==> src/rtl/cmp_share_arbiter.sv <==
// Round-robin shared 64-bit set-less-than unit: IDLE accepts one request, CMP evaluates, RESP holds the result.
// Optional per-requester grant counters are compiled in with `define CMP_ARB_STATS_EN.
module cmp_share_arbiter #(
  parameter int WIDTH = 64,
  parameter int NREQ  = 2,
  parameter int IDW   = 2
) (
  input  logic                    clk,
  input  logic                    rst_n,
  input  logic [NREQ-1:0]         req_valid,
  output logic [NREQ-1:0]         req_ready,
  input  logic [NREQ*WIDTH-1:0]   req_a,
  input  logic [NREQ*WIDTH-1:0]   req_b,
  input  logic [NREQ-1:0]         req_signed,
  output logic                    rsp_valid,
  input  logic                    rsp_ready,
  output logic [IDW-1:0]          rsp_id,
  output logic [WIDTH-1:0]        rsp_result
`ifdef CMP_ARB_STATS_EN
  ,
  output logic [NREQ*16-1:0]      stat_grants
`endif
);

  localparam int IW = (NREQ > 1) ? $clog2(NREQ) : 1;

  typedef enum logic [1:0] {IDLE, CMP, RESP} state_t;

  state_t           state;
  logic [IW-1:0]    last_grant;
  logic [IW-1:0]    grant_idx;
  logic [IW-1:0]    cand;
  logic             found;
  logic             accept;
  logic [WIDTH-1:0] op_a;
  logic [WIDTH-1:0] op_b;
  logic             op_s;
  logic [IDW-1:0]   id_q;
  logic             res_q;
  logic             rsp_valid_q;
  logic             lt;
  logic [WIDTH-1:0] a_arr [NREQ];
  logic [WIDTH-1:0] b_arr [NREQ];

  genvar gi;
  generate
    for (gi = 0; gi < NREQ; gi++) begin : g_unpack
      assign a_arr[gi]     = req_a[gi*WIDTH +: WIDTH];
      assign b_arr[gi]     = req_b[gi*WIDTH +: WIDTH];
      assign req_ready[gi] = accept && (grant_idx == IW'(gi));
    end
  endgenerate

  // Search starts one past the last winner so every waiting requester gets a turn.
  always_comb begin
    found     = 1'b0;
    grant_idx = '0;
    cand      = '0;
    for (int k = 1; k <= NREQ; k++) begin
      cand = IW'((int'(last_grant) + k) % NREQ);
      if (!found && req_valid[cand]) begin
        found     = 1'b1;
        grant_idx = cand;
      end
    end
  end

  assign accept = found && (state == IDLE) && rst_n;

  // Differing signs decide directly; same signs reduce to an unsigned compare of the low bits.
  always_comb begin
    if (op_s && (op_a[WIDTH-1] != op_b[WIDTH-1]))
      lt = op_a[WIDTH-1];
    else if (op_s)
      lt = op_a[WIDTH-2:0] < op_b[WIDTH-2:0];
    else
      lt = op_a < op_b;
  end

  always_ff @(posedge clk or negedge rst_n) begin
    if (!rst_n) begin
      state       <= IDLE;
      last_grant  <= IW'(NREQ - 1);
      op_a        <= '0;
      op_b        <= '0;
      op_s        <= 1'b0;
      id_q        <= '0;
      res_q       <= 1'b0;
      rsp_valid_q <= 1'b0;
    end else begin
      case (state)
        IDLE: begin
          if (accept) begin
            op_a       <= a_arr[grant_idx];
            op_b       <= b_arr[grant_idx];
            op_s       <= req_signed[grant_idx];
            id_q       <= IDW'(grant_idx);
            last_grant <= grant_idx;
            state      <= CMP;
          end
        end
        CMP: begin
          res_q       <= lt;
          rsp_valid_q <= 1'b1;
          state       <= RESP;
        end
        RESP: begin
          if (rsp_ready) begin
            rsp_valid_q <= 1'b0;
            state       <= IDLE;
          end
        end
        default: begin
          rsp_valid_q <= 1'b0;
          state       <= IDLE;
        end
      endcase
    end
  end

  assign rsp_valid  = rsp_valid_q;
  assign rsp_id     = id_q;
  assign rsp_result = {{(WIDTH-1){1'b0}}, res_q};

`ifdef CMP_ARB_STATS_EN
  generate
    for (gi = 0; gi < NREQ; gi++) begin : g_stats
      logic [15:0] cnt;
      always_ff @(posedge clk or negedge rst_n) begin
        if (!rst_n)
          cnt <= '0;
        else if (accept && (grant_idx == IW'(gi)) && (cnt != 16'hFFFF))
          cnt <= cnt + 16'd1;
      end
      assign stat_grants[gi*16 +: 16] = cnt;
    end
  endgenerate
`endif

endmodule

==> config.mk <==
export PLATFORM = sky130hd
export DESIGN_NAME = cmp_share_arbiter
export DESIGN_NICKNAME = d
export VERILOG_FILES = /design/src/rtl/cmp_share_arbiter.sv
export SDC_FILE = /design/constraint.sdc
export NUM_CORES = 1
export LEC_CHECK = 0
export ABC_AREA = 1
export BUFFER_PORTS_ARGS = -buffer_cell sky130_fd_sc_hd__buf_2
export CELL_PAD_IN_SITES_DETAIL_PLACEMENT = 0
export CELL_PAD_IN_SITES_GLOBAL_PLACEMENT = 2
export CORE_MARGIN = 10
export CORE_UTILIZATION = 24
export DETAILED_ROUTE_END_ITERATION = 8
export PLACE_DENSITY_LB_ADDON = 0.3
export SYNTH_ARGS = -nofsm -noshare
export SYNTH_HDL_FRONTEND = slang
export SYNTH_SLANG_ARGS = --single-unit
==> constraint.sdc <==
create_clock -name clk -period 1.6 [get_ports clk]
set_input_delay 0.08 -clock clk [delete_from_list [all_inputs] [get_ports clk]]
set_output_delay 0.08 -clock clk [all_outputs]
set_load 0.1 [all_outputs]
* Word-level counts from Yosys, hierarchy flattened *
Cells that the tools add are included.

storage, ports and cells
  bits in registers = 135
  bits in latches = 0
  RAM bits = 0
  memory bits (read-only) = 0
  output and inout bits = 69
  memories = 0

operators by class
  add/subtract/negate cells = 2
  multipliers = 0
  div/mod/pow operators = 0
  order comparisons = 6
  eq/ne operators = 5
  shift-type cells = 0
  muxes and demuxes = 23
  bitwise logic cells = 3
  reductions and logical operators = 11

operator list
  operator               number
  $mux W64               6
  $lt A64 B64 Y1         1
  $lt A63 B63 Y1         1
  $mux W1                13
  $logic_and A1 B1 Y1    6
  $lt A1 B2 Y1 const B   3
  $pmux W2 S3            1
  $reduce_and A2 Y1      3
  $mux W2                2
  $ne A2 B2 Y1 const B   2
  $pmux W1 S3            1
  $add A1 B1 Y1 const B  2
  $eq A2 B1 Y1 const B   1
  $eq A2 B2 Y1 const B   1
  $ge A2 B2 Y1 const B   1
  $logic_not A2 Y1       1
  $not A1 Y1             2
  $not A1 Y2             1
  $logic_not A1 Y1       1
  $ne A1 B1 Y1           1

* Logic depth before layout (Yosys ltp) *
Gate-level depths: netlist of run 1.

  depth after elaboration = 11
  depth in mapped cells = 17
  depth with buffers taken out = 17

* Worst setup path after synthesis of run 1 *
Ideal clock, no wire load.

  path kind = reg-to-reg
  start point = reg state[1]
  end point = reg op_a[10]
  setup time = 0.070 ns
  arrival = 1.606 ns
  data required time = 1.530 ns
  slack = -0.076 ns
  stages on the path, launching flop included = 8
  buffers on the path = 2
  period minus slack after synthesis = 1.676 ns
  path through = dfrtp_1 -> nor2_1 -> o211ai_2 -> nor2_2 -> buf_4 -> buf_2 -> nand2_1 -> nand3_1

on the way
  word-level cells in the longest chain between the ends = 4

RTL lines
  item                                    RTL line  source
  start: declaration                      29        state_t state;
  start signal: assignment                82        state <= IDLE;
  start signal: assignment                99        state <= CMP;
  start signal: assignment                105       state <= RESP;
  $logic_not A2 Y1 (*)                    68, 91
  $logic_and A1 B1 Y1 (2 in series)       68        assign accept = found && (state == IDLE) && rst_n;
  $reduce_and A2 Y1 (no source line) (*)  -
  end signal: assignment                  94        op_a <= a_arr[grant_idx];
  end: declaration                        35        logic [WIDTH-1:0] op_a;

Mark *: on every way between the ends. The rest lies on a longest branch, timed or not.
A chain may end at the register's enable or synchronous reset.

* Worst setup path after layout of run 1 *
  start point = reg op_a[18]
  end point = reg res_q

on the way
  word-level cells in the longest chain between the ends = 3

RTL lines
  item                                                     RTL line  source
  $lt A64 B64 Y1 / $lt A63 B63 Y1 (equally long branches)  77, 75
  $mux W1 (*)                                              74        else if (op_s)
  $mux W1 (*)                                              72        if (op_s && (op_a[WIDTH-1] != op_b[WIDTH-1]))
  end signal: assignment                                   103       res_q <= lt;
  end: declaration                                         39        logic res_q;

Marks and branches as above.

==> flow_results.org, run 1 <==
** Clock network
- TritonCTS built the clock tree.
- The clock passes through at most 2 buffers.
- The H-tree was split into 4 levels.
- Number of buffers inserted during clock tree synthesis :: 17
- CTS Sinks :: 135
- For the worst-skew pair, the clock arrives at the later sink with an insertion delay of 0.44 ns.
- The root buffer cell chosen for the clock tree is sky130_fd_sc_hd__clkbuf_16.
- Clock slew seen by the registers of the worst setup and hold paths :: 0.06 ns

** Detailed routing
- The routed layout has 9,615 vias.
- After detailed routing, the total wire length is 37.2 mm.
- Wire per inst :: 16.5 µm
- Using the TritonRoute via totals, the vias-per-cell ratio works out to 4.27.
- Pre-antenna DRT Iters :: 4
- Number of DRC violations after detailed-routing iteration 0 :: 409
- After detailed routing, the number of remaining DRC violations is 0.
- In this run the remaining antenna-violating nets after routing total 0.

** Floorplan
- Total Die Area :: 43,500 µm²
- Placeable core region :: 34,800 µm²
- Overall die height :: 208 µm
- Horizontal extent of the die :: 208 µm
- Initial standard-cell utilization of the core :: 24.5%
- Number of rows created at floorplan :: 68
- Top Ports :: 332

** GRT
- In the global route stage, overall resource usage came out at 15.5%.
- The via count of the first global-routing pass is 10,600.
- After global routing the overflow that remains totals 0.
- The initial antenna violation count came to 2.
- First-pass GRT wire length :: 55.3 mm
- Entering global routing, the biggest net connects 72 pins.

** Final layout
- The area growth from synthesis to layout is 80.4%.
- Most common cell after layout, fill and taps aside :: sky130_fd_sc_hd__nand2_1
- Counting the fill cells in the layout gives 3,469.
- Summing all flip-flop and latch instances after layout gives 3380 µm².
- The final layout contains 2,107 nets.
- Highest-count cells in the layout ignoring fill and taps :: sky130_fd_sc_hd__nand2_1 (445), sky130_fd_sc_hd__buf_2 (264), sky130_fd_sc_hd__dlygate4sd3_1 (260)
- Of the cells placed in the final design, the portion with a size suffix greater than 1 is 30.1%.
- Excluding fillers, the count of instances in the completed layout stands at 2,251.
- With fillers left out, the area of the finished cells amounts to 15,400 µm².
- Area of the multi-input gates :: 5060 µm²

** Setup path
- Critical path startpoint category :: register
- STA classifies the critical path endpoint as a register.
- Endpoint required time on the critical path :: 1.93 ns
- Signal arrival time at the worst endpoint :: 2.16 ns
- Worst Path Max Fanout :: 3
- The critical path in this run is classified as reg -> reg.

** Timing
- The total count of max-transition violations in the final report is 0.
- RSZ-0062 raised after global routing :: true
- For the finished layout, the period the worst path requires is 1.82 ns.
- Worst max-slew margin expressed relative to the limit :: 36.2%
- Setup violations, final :: 3
- Tcrit/Tclk final :: 114%
- Final worst clock skew :: 0.00874 ns
- Setup slack on the critical path of the routed design comes to -0.222 ns.
- Fin. Hold Viols :: 0
- Slew @ Worst Pin :: 0.957 ns
- Derived from the worst setup path, the maximum achievable clock frequency is 0.549 GHz.

** Yosys
- Fraction of the yosys area taken by sequential cells :: 39.7%
- In this run, distinct cell masters in the synthesized netlist total 27.
- Total standard cell area after synthesis :: 8520 µm²
- The largest total area in the synthesized netlist belongs to sky130_fd_sc_hd__dfrtp_1.
- Top-area cell type share of the netlist area :: 39.3%
- After synthesis, the mean cell area works out to 7.42 µm².
- In this run, synthesis produced a sequential element count of 135.
- For this run, the number of Yosys warnings is 0.
- Number of instances in the synthesized netlist :: 1,148
- Number of synthesized flops with an enable pin :: 0
- Yosys attributes the largest share of cell area to sky130_fd_sc_hd__dfrtp_1 (39%), sky130_fd_sc_hd__nand2_1 (21%), sky130_fd_sc_hd__ha_1 (9.2%), sky130_fd_sc_hd__buf_4 (6.0%), sky130_fd_sc_hd__o211ai_1 (5.7%).
- Share of synthesized flip-flops with an asynchronous set or reset :: 100%
- Among all flip-flop cells after synthesis, the most frequent one is sky130_fd_sc_hd__dfrtp_1.

** Placement
- Number of instances in the placed design :: 1,927
- Detailed placement HPWL :: 23.5 mm
- Routability cong. :: 0.776
- Port buffering added 267 buffers.
- At the placement stage, the worst setup path has a slack of -0.596 ns.
- Once placement finished, the instance area stood at 10,900 µm².

** Power
- VDD sags by at most 795 µV.
- In this run the static leakage power is 7.41 nW.
- Dividing total power by cell area gives a power density of 1630 nW/µm².
- The design draws 25.0 mW.

** Run status
- Failing checks :: setup timing
- Result of the run :: finished with violations

** Run
- Max-capacitance violation count :: 0

** Hold path
- The min-delay analysis places its worst path in the category in -> reg.
-- per-layer routing --
metal | part of all wire, % | GRT usage [%]
met5 | 0 | 0
met4 | 1.1 | 4.01
met3 | 3.8 | 3.15
met2 | 49 | 26.8
met1 | 46 | 19.1
-- worst paths after layout --
check | from | endpoint | slack, ns | depth (start not counted)
min in group asynchronous | rst_n | op_b[61]$_DFFE_PN0P_ | 0.44 | 3
max in group asynchronous | rst_n | op_a[41]$_DFFE_PN0P_ | 0.46 | 3
worst min register to register | last_grant$_DFFE_PN1P_ | last_grant$_DFFE_PN1P_ | 0.48 | 2
worst max register to register | op_a[18]$_DFFE_PN0P_ | res_q$_DFFE_PN0P_ | -0.22 | 12
worst min-delay path | req_a[48] | op_a[48]$_DFFE_PN0P_ | 0.37 | 4
worst max-delay path | op_a[18]$_DFFE_PN0P_ | res_q$_DFFE_PN0P_ | -0.22 | 12
-- Yosys cell counts, types with 3 or more instances --
| master | instances |
|---|---|
| sky130_fd_sc_hd__inv_1 | 101 |
| sky130_fd_sc_hd__dfrtp_1 | 134 |
| sky130_fd_sc_hd__nor2_1 | 37 |
| sky130_fd_sc_hd__o21a_1 | 3 |
| sky130_fd_sc_hd__ha_1 | 63 |
| sky130_fd_sc_hd__o211ai_1 | 65 |
| sky130_fd_sc_hd__nand3b_1 | 3 |
| sky130_fd_sc_hd__nand4_1 | 7 |
| sky130_fd_sc_hd__buf_4 | 68 |
| sky130_fd_sc_hd__a21oi_1 | 55 |
| sky130_fd_sc_hd__buf_2 | 27 |
| sky130_fd_sc_hd__nand3_1 | 72 |
| sky130_fd_sc_hd__buf_1 | 4 |
| sky130_fd_sc_hd__nor3_1 | 6 |
| sky130_fd_sc_hd__nand2_1 | 470 |
| sky130_fd_sc_hd__clkbuf_1 | 8 |
| sky130_fd_sc_hd__o21ai_0 | 12 |
-- what timing repair did --
item                                   CTS  global route
gates resized for setup                 30           115
pin swaps                               16            42
endpoints found under the hold margin  264             0
setup endpoints to repair                3           131
hold buffers                           260             0
gates cloned                             2            12
buffers inserted                        11             7
-- cell type report --
type	count	share of cell area [%]
Clock inverter	11	0.960
Multi-Input combinational cell	866	32.9
Inverter	103	2.57
Sequential cell	135	22.0
Timing Repair Buffer	658	34.8
Clock buffer	21	2.99
Tap cell	455	3.70
Antenna cell	2	0.0325
-- critical path: stages (launching register included) --
cell and delay (ns):
sky130_fd_sc_hd__dfrtp_1 0.41, sky130_fd_sc_hd__ha_4 0.31, sky130_fd_sc_hd__nand2_4 0.06, sky130_fd_sc_hd__nor2_4 0.12, sky130_fd_sc_hd__nand2_2 0.07, sky130_fd_sc_hd__nor4_4 0.28
sky130_fd_sc_hd__nand2_1 0.12, sky130_fd_sc_hd__nand2_2 0.11, sky130_fd_sc_hd__nand2_1 0.05, sky130_fd_sc_hd__nand2_1 0.06, sky130_fd_sc_hd__nand2_1 0.05, sky130_fd_sc_hd__nand2_1 0.06
sky130_fd_sc_hd__nand2_1 0.04
-- registers in the layout (all words and copies together), names as in the netlist --
signal / count
last_grant: 1
op_a: 64
res_q: 1
op_s: 1
rsp_valid: 1
rsp_id: 1
op_b: 64
state: 2
-- through the flow --
| step | util [%] | hold slack (ns) | setup TNS [ns] |
|---|---|---|---|
| 2_1_floorplan | - | -0.216 | 0 |
| 3_3_place_gp | 31.3 | 0.288 | -0.659 |
| 3_5_place_dp | 31.3 | 0.291 | -0.596 |
| 4_1_cts | 41.4 | 0.319 | -0.536 |
| 5_1_grt | 44.2 | 0.383 | -0.935 |
| 6_report | 44.2 | 0.375 | -0.486 |
-- cells by family after synthesis --
family | synth area share [%]
compound gates | 10.3
fa+ha+maj | 9.25
buf+inv | 12.6
flops | 39.7
other cells | 0.0440
simple gates | 28.1
-- where the power goes --
| group | switching, mW | internal, mW |
|---|---|---|
| Sequential | 0.953 | 4.93 |
| Clock | 1.65 | 2.54 |
| Combinational | 7.82 | 7.13 |
| Total | 10.4 | 14.6 |
(Power assumes the default switching activity.)
==> run 2: changes to the inputs <==
BUFFER_PORTS_ARGS = not set   (was -buffer_cell sky130_fd_sc_hd__buf_2)
CORE_UTILIZATION = 31   (was 24)
DONT_BUFFER_PORTS = 1   (was not set)
SETUP_SLACK_MARGIN = 0.1   (was not set)
==> flow_results.org, run 2 (synthesis gave the netlist of run 1 again) <==
** Setup path
- The worst register-to-register path ends at res_q$_DFFE_PN0P_.
- Worst Path Max Fanout :: 4 (+1)
- The critical path arrival was 2.14 ns (-0.02 ns).
- Walking the worst path, the cells encountered are inv_1 -> ha_4 -> nand2_4 -> nor2_4 -> buf_4 -> a21oi_2 -> nand2_2 -> nand2_2 -> nand2_4 -> nand2_4 -> nand2_2 -> a21oi_2 -> nand2_1 -> nand2_1.
- Worst Path Class, Setup :: reg -> reg
- In this run the critical register-to-register path is launched from op_b[13]$_DFFE_PN0P_.
- The reg2reg setup slack came to -0.18 ns (+0.04 ns).
- Critical path capture point type :: register
- Critical path's slowest cell :: sky130_fd_sc_hd__dfrtp_1
- Worst stage delay on the critical path :: 0.37 ns (-0.04 ns)
- Endpoint required time on the critical path :: 1.96 ns (+0.03 ns)
- Origin of the worst setup path :: op_b[13]$_DFFE_PN0P_
- The worst reg-to-reg path cell count was 14 (+2).
- STA classifies the critical path startpoint as a register.

** Detailed routing
- Routed met1 length :: 15.3 mm (-11%)
- Number of DRC violations after detailed-routing iteration 0 :: 500 (+22%)
- The count of unresolved DRC violations after routing is 0 (unchanged).
- Total routed wirelength :: 37.1 mm (about the same)
- Highest routed metal layer :: met4
- The via-per-instance ratio was 4.74 (+11%).
- The number of nets with antenna violations after routing was 0 (unchanged).
- Pre-antenna DRT Iters :: 7 (+3)
- Met3 wire length :: 2.36 mm (+66%)
- Total number of vias :: 9,132 (-5.0%)
- Wire per inst :: 19.3 µm (+17%)
- The met2 routed wirelength came to 18.6 mm (+2.9%).

** Timing
- Fin Setup TNS :: -2.57 ns (-2.08 ns)
- RSZ-0062 raised after global routing :: true
- Setup violations, final :: 52 (+49)
- The worst hold margin is -0.644 ns (-1.02 ns).
- Tcrit/Tclk final :: 111% (-2.7 points)
- Clock period minus final worst setup slack :: 1.78 ns (-0.0428 ns)
- Fin. Hold Viols :: 135 (+135)
- The total count of max-transition violations in the final report came to 0 (unchanged).
- Highest attainable clock frequency :: 0.562 GHz (+2.4%)
- The setup slack of the critical path after layout is -0.179 ns (+0.0428 ns).
- Final worst clock skew :: 0.0154 ns (+0.00664 ns)

** Placement
- The final weighted congestion in routability-driven placement is 0.769 (-0.97%).
- The count of port buffers added during placement was 0 (-100%).
- The placed wire-length estimate after detailed placement was 20.5 mm (-13%).
- The pre-CTS setup slack was -0.306 ns (+0.290 ns).

** GRT
- GR Util All Layers :: 19.6% (+4.1 points)
- First-pass GRT wire length :: 53.4 mm (-3.4%)
- The pin count of the biggest net entering global routing came to 137 (+90%).
- The via count of the first global-routing pass is 9,886 (-6.8%).
- The residual overflow from global routing came to 0 (unchanged).
- The initial antenna violation count is 5 (+3).

** Final layout
- The largest registers in the layout are op_a x64, op_b x64, state x2.
- Post-layout net count :: 1,894 (-10%)
- Post-synthesis to final-layout area growth :: 89.0%
- The share of the core filled with cells was 59.6% (+15 points).
- Highest-count cells in the layout ignoring fill and taps :: sky130_fd_sc_hd__nand2_1 (265), sky130_fd_sc_hd__dlygate4sd3_1 (259), sky130_fd_sc_hd__dfrtp_1 (134)
- Most common cell after layout, fill and taps aside :: sky130_fd_sc_hd__nand2_1
- The share of layout cells above drive strength 1 was 36.6% (+6.5 points).

** Floorplan
- Number of rows created at floorplan :: 60 (-12%)
- Initial standard-cell utilization of the core :: 31.5% (+7.0 points)
- Overall die height :: 186 µm (-11%)
- Total Die Area :: 34,500 µm² (-21%)
- Top Ports :: 332 (unchanged)
- The core outline area is 27,000 µm² (-22%).
- Horizontal extent of the die :: 186 µm (-11%)

** Power
- The proportion of power drawn by combinational gates was 62.1% (+2.4 points).
- The sequential share of power is 22.5% (-1.0 points).
- The leakage power total came to 7.87 nW (+6.2%).
- Net switching power :: 11.2 mW (+7.1%)
- The proportion of total power due to net switching came to 42.4% (+0.73 points).
- Post-layout power :: 26.3 mW (+5.2%)
- The peak supply drop is 745 µV (-6.2%).
- Total power per unit cell area :: 1630 nW/µm² (+0.47%)
- Clock share of power :: 15.4% (-1.3 points)
- The total internal power was 15.2 mW (+3.9%).

** Clock network
- CTS Hold Buffers Added :: 259 (-0.38%)
- The H-tree depth came to 4 (unchanged).
- Worst-case clock buffer depth :: 2 (unchanged)
- Clock slew seen by the registers of the worst setup and hold paths :: 0.06 ns (about the same)
- Clock latency at the later pin of the worst-skew pair :: 0.43 ns (about the same)
- TritonCTS built the clock tree.
- The number of CTS-inserted buffers was 17 (unchanged).
- CTS Sinks :: 135 (unchanged)
- The cell sitting at the root of the clock tree is a sky130_fd_sc_hd__clkbuf_16.

** Run status
- Result of the run :: finished with violations
- Failing checks :: hold timing, setup timing

** Hold path
- The path class of the tightest hold or removal check is in -> async.

** Run
- The total of max-cap violations was 0 (unchanged).
## run 2: layout make-up
cell class | count | area [µm²]
Inverter | 103 | 404
Timing Repair Buffer | 445 | 4900
Multi-Input combinational cell | 866 | 6400
Clock buffer | 19 | 443
Tap cell | 341 | 427
Fill cell | 2207 | 10900
Clock inverter | 13 | 145
Sequential cell | 135 | 3380
Antenna cell | 5 | 12.5
## run 2: worst max-delay path by stage
stage          slack, ns                 to  depth (start not counted)
6_report           -0.18  res_q$_DFFE_PN0P_                         14
5_1_grt            -0.30  res_q$_DFFE_PN0P_                         13
4_1_cts            -0.16  res_q$_DFFE_PN0P_                         11
3_5_place_dp       -0.31  res_q$_DFFE_PN0P_                         14
3_3_place_gp       -0.32  res_q$_DFFE_PN0P_                         14
2_1_floorplan       0.07  res_q$_DFFE_PN0P_                         14
## run 2: what timing repair did
| action | 4_1_cts | 5_1_grt |
|---|---|---|
| gates resized for setup | 310 | 238 |
| endpoints found under the setup margin | 102 | 134 |
| endpoints found under the hold margin | 266 | 135 |
| buffers inserted | 41 | 19 |
| cloned | 21 | 8 |
| pin swaps | 104 | 98 |
## run 2: metal layers
metal,up-vias,track usage [%]
met4,0,4.90
li1,4438,-
met5,-,0
met2,306,34.0
met1,4332,23.8
met3,56,4.84
## run 2: power by group through the flow
stage	logic, mW	clock network [mW]	registers [mW]
CTS	14.8	4.13	5.82
global placement	11.7	0	5.68
finish	16.3	4.06	5.93
global route	18.1	4.28	6.07
floorplan	7.85	0	5.70
detailed placement	11.7	0	5.73
## run 2: per-stage QoR
step,instances,cell area (µm²)
global route,1927,16100
detailed placement,1552,9660
global placement,1552,9660
floorplan,1211,8940
finish,1927,16100
CTS,1905,15100
## run 2: worst max-delay path: cells and delay by family (launching register included)
family / cells / cell delay [ns]
DFF: 1 / 0.37
buffers and inverters: 2 / 0.26
and+or+nand+nor: 9 / 0.59
adders and majority gates: 1 / 0.24
AOI/OAI and AO/OA: 2 / 0.26
==> run 3: changes to the inputs <==
SKIP_LAST_GASP = 1   (was not set)
==> flow_results.org, run 3 (synthesis gave the netlist of run 1 again) <==
** Setup path
- Grouping stages by cell kind, the critical path spends the most delay in simple AND/OR/NAND/NOR gates.
- Critical path's slowest cell :: sky130_fd_sc_hd__dfrtp_1
- Buffer and inverter count on the worst path :: 2 (unchanged)
- The critical path goes through inv_1 -> ha_4 -> nand2_4 -> nor2_4 -> buf_4 -> a21oi_2 -> nand2_2 -> nand2_2 -> nand2_4 -> nand2_4 -> nand2_2 -> a21oi_2 -> nand2_1 -> nand2_1.
- STA classifies the critical path endpoint as a register.
- Critical path startpoint category :: register
- R2R Path End :: res_q$_DFFE_PN0P_
- The worst reg-to-reg path cell count is 14 (unchanged).
- In this run the critical register-to-register path is launched from op_b[13]$_DFFE_PN0P_.
- Worst stage delay on the critical path :: 0.37 ns (about the same)
- The critical path is of the reg -> reg type.
- The reg2reg setup slack was -0.18 ns (about the same).
- The worst-path maximum fanout was 4 (unchanged).
- Signal arrival time at the worst endpoint :: 2.14 ns (about the same)
- The worst path required time was 1.96 ns (about the same).

** Final layout
- Count of placed standard cells in the final layout, fillers left out :: 1,927 (unchanged)
- The multi-input gate area in the final layout is 6240 µm² (-2.5%).
- Registers with the most flip-flops :: op_a x64, op_b x64, state x2
- The count of nets after finishing is 1,895 (+0.053%).
- The design area came to 15,900 µm² (-1.1%).
- The sequential cell area in the final layout is 3380 µm² (unchanged).
- Layout cells sized above 1 :: 34.5% (-2.1 points)
- The library cell used most frequently in the layout, excluding fill and tap cells, is sky130_fd_sc_hd__nand2_1.
- The number of filler cells placed in the layout is 2,209 (+0.091%).
- Relative to the synthesized area, the layout overhead comes to 87.0%.
- In the layout the commonest cells are sky130_fd_sc_hd__nand2_1 (288), sky130_fd_sc_hd__dlygate4sd3_1 (259), sky130_fd_sc_hd__dfrtp_1 (134).

** Timing
- The number of setup violations in the final report is 65 (+25%).
- The final clock skew came to 0.0136 ns (-0.00174 ns).
- Hold slack :: -0.643 ns (+0.000491 ns)
- Highest attainable clock frequency :: 0.561 GHz (-0.12%)
- Clock period minus final worst setup slack :: 1.78 ns (+0.00220 ns)
- The setup slack of the critical path after layout was -0.182 ns (-0.00220 ns).
- The portion of the clock cycle consumed by the worst path in the final layout is 111% (+0.14 points).
- RSZ-0062 raised after global routing :: true
- The hold violation total from the final report was 135 (unchanged).
- The total count of max-transition violations in the final report is 0 (unchanged).

** Floorplan
- Overall die height :: 186 µm (unchanged)
- Horizontal extent of the die :: 186 µm (unchanged)
- Number of rows created at floorplan :: 60 (unchanged)
- The effective utilization at floorplan is 31.5% (unchanged).
- Top Ports :: 332 (unchanged)
- The core outline area is 27,000 µm² (unchanged).
- The overall die area was 34,500 µm² (unchanged).

** Power
- The peak supply drop is 756 µV (+1.4%).
- The power per cell area was 1630 nW/µm² (-0.19%).
- Static power due to leakage :: 7.80 nW (-0.89%)

** GRT
- Antenna violations before repair :: 4 (-1)
- The residual overflow from global routing was 0 (unchanged).
- GR Util All Layers :: 19.8% (+0.13 points)
- First-pass GRT wire length :: 53.8 mm (+0.70%)
- Largest net degree at the start of global routing :: 137 (unchanged)
- The via count of the first global-routing pass is 9,967 (+0.82%).

** Clock network
- The clock sink count was 135 (unchanged).
- The clock insertion delay at the later pin of the skew report was 0.42 ns (about the same).
- Worst-case clock buffer depth :: 2 (unchanged)
- CTS placed an instance of sky130_fd_sc_hd__clkbuf_16 at the clock tree root.
- TritonCTS built the clock tree.
- CTS Hold Buffers Added :: 259 (unchanged)
- Number of buffers inserted during clock tree synthesis :: 17 (unchanged)
- H-tree levels :: 4 (unchanged)
- The post-CTS clock slew at the launch and capture registers of the worst setup and hold paths is 0.06 ns (about the same).

** Run status
- The run finished, with violations left.
- Failing checks :: hold timing, setup timing

** Placement
- The placement-stage cell area came to 9660 µm² (unchanged).
- The count of port buffers added during placement was 0 (unchanged).
- Detailed placement HPWL :: 20.5 mm (unchanged)
- Number of instances in the placed design :: 1,552 (unchanged)
- Routability cong. :: 0.769 (unchanged)

** Detailed routing
- The routed wire length per instance was 19.7 µm (+2.3%).
- The violation count after the first detailed-routing iteration was 481 (-3.8%).
- DRC errors left :: 0 (unchanged)
- Via density per instance :: 4.79 (+1.1%)
- Pre-antenna DRT Iters :: 5 (-2)
- The total routed wirelength is 38.0 mm (+2.3%).
- The total via count in the routed design is 9,234 (+1.1%).
- The number of nets with antenna violations after routing was 0 (unchanged).

** Run
- The total of max-cap violations came to 0 (unchanged).

** Hold path
- Class of the tightest hold or removal check :: in -> async
[run 3: cell count changes in the layout (fill, tap and decap cells not counted), sizes merged]
| cell | change |
|---|---|
| inv | +1 |
| buf | -1 |
| diode | -1 |
| clkbuf | +2 |
| clkinv | -1 |
[run 3: worst max-delay path by stage]
stage                         startpoint                 to  slack [ns]  cells past startpoint
floorplan           op_a[27]$_DFFE_PN0P_  res_q$_DFFE_PN0P_        0.07                     14
global placement     op_a[2]$_DFFE_PN0P_  res_q$_DFFE_PN0P_       -0.32                     14
detailed placement  op_a[14]$_DFFE_PN0P_  res_q$_DFFE_PN0P_       -0.31                     14
CTS                 op_a[55]$_DFFE_PN0P_  res_q$_DFFE_PN0P_       -0.16                     11
global route         op_b[1]$_DFFE_PN0P_  res_q$_DFFE_PN0P_       -0.31                     17
finish              op_b[13]$_DFFE_PN0P_  res_q$_DFFE_PN0P_       -0.18                     14
[run 3: worst register-to-register path: cells and delay by family, from the launching register on]
kind	cells	cell delay, ns
buffers and inverters	2	0.26
adder cells (fa/ha/maj)	1	0.24
AND/OR/NAND/NOR	9	0.62
flip-flops	1	0.37
AO/OA/AOI/OAI	2	0.24
[run 3: final cells by class]
| class | instances | share of cell area, % |
|---|---|---|
| Multi-Input combinational cell | 866 | 39.1 |
| Timing Repair Buffer | 446 | 30.8 |
| Sequential cell | 135 | 21.2 |
| Clock buffer | 19 | 2.78 |
| Tap cell | 341 | 2.68 |
| Inverter | 103 | 2.47 |
| Clock inverter | 13 | 0.911 |
| Antenna cell | 4 | 0.0628 |
[run 3: through the flow]
stage	setup TNS, ns	power [mW]	util [%]	worst slack [ns]
2_1_floorplan	0	13.6	-	0.0708
3_3_place_gp	-0.336	17.4	35.7	-0.316
3_5_place_dp	-0.311	17.4	35.7	-0.306
4_1_cts	-4.34	24.7	55.2	-0.164
5_1_grt	-9.06	28.1	59.0	-0.313
6_report	-3.78	26.0	59.0	-0.182
[run 3: what timing repair did]
item                                    in CTS  in global routing
gates resized for setup                    251                253
setup buffers                               41                 21
endpoints found under the hold margin      266                135
cloned                                      21                 10
pin swaps                                   89                 71
endpoints found under the setup margin     102                134
[run 3: where the power goes]
part,internal (mW),leakage (nW),switching [mW]
Clock,2.35,0.269,1.67
Sequential,4.93,1.67,0.971
Combinational,7.71,5.86,8.38
Total,15.0,7.80,11.0
[run 3: metal layers]
| layer | vias to the layer above | global-route usage (%) | wire length, µm |
|---|---|---|---|
| li1 | 4446 | - | - |
| met1 | 4400 | 23.6 | 15400 |
| met2 | 325 | 34.2 | 19500 |
| met3 | 63 | 4.89 | 2300 |
| met4 | 0 | 5.77 | 849 |
| met5 | - | 0 | 0 |
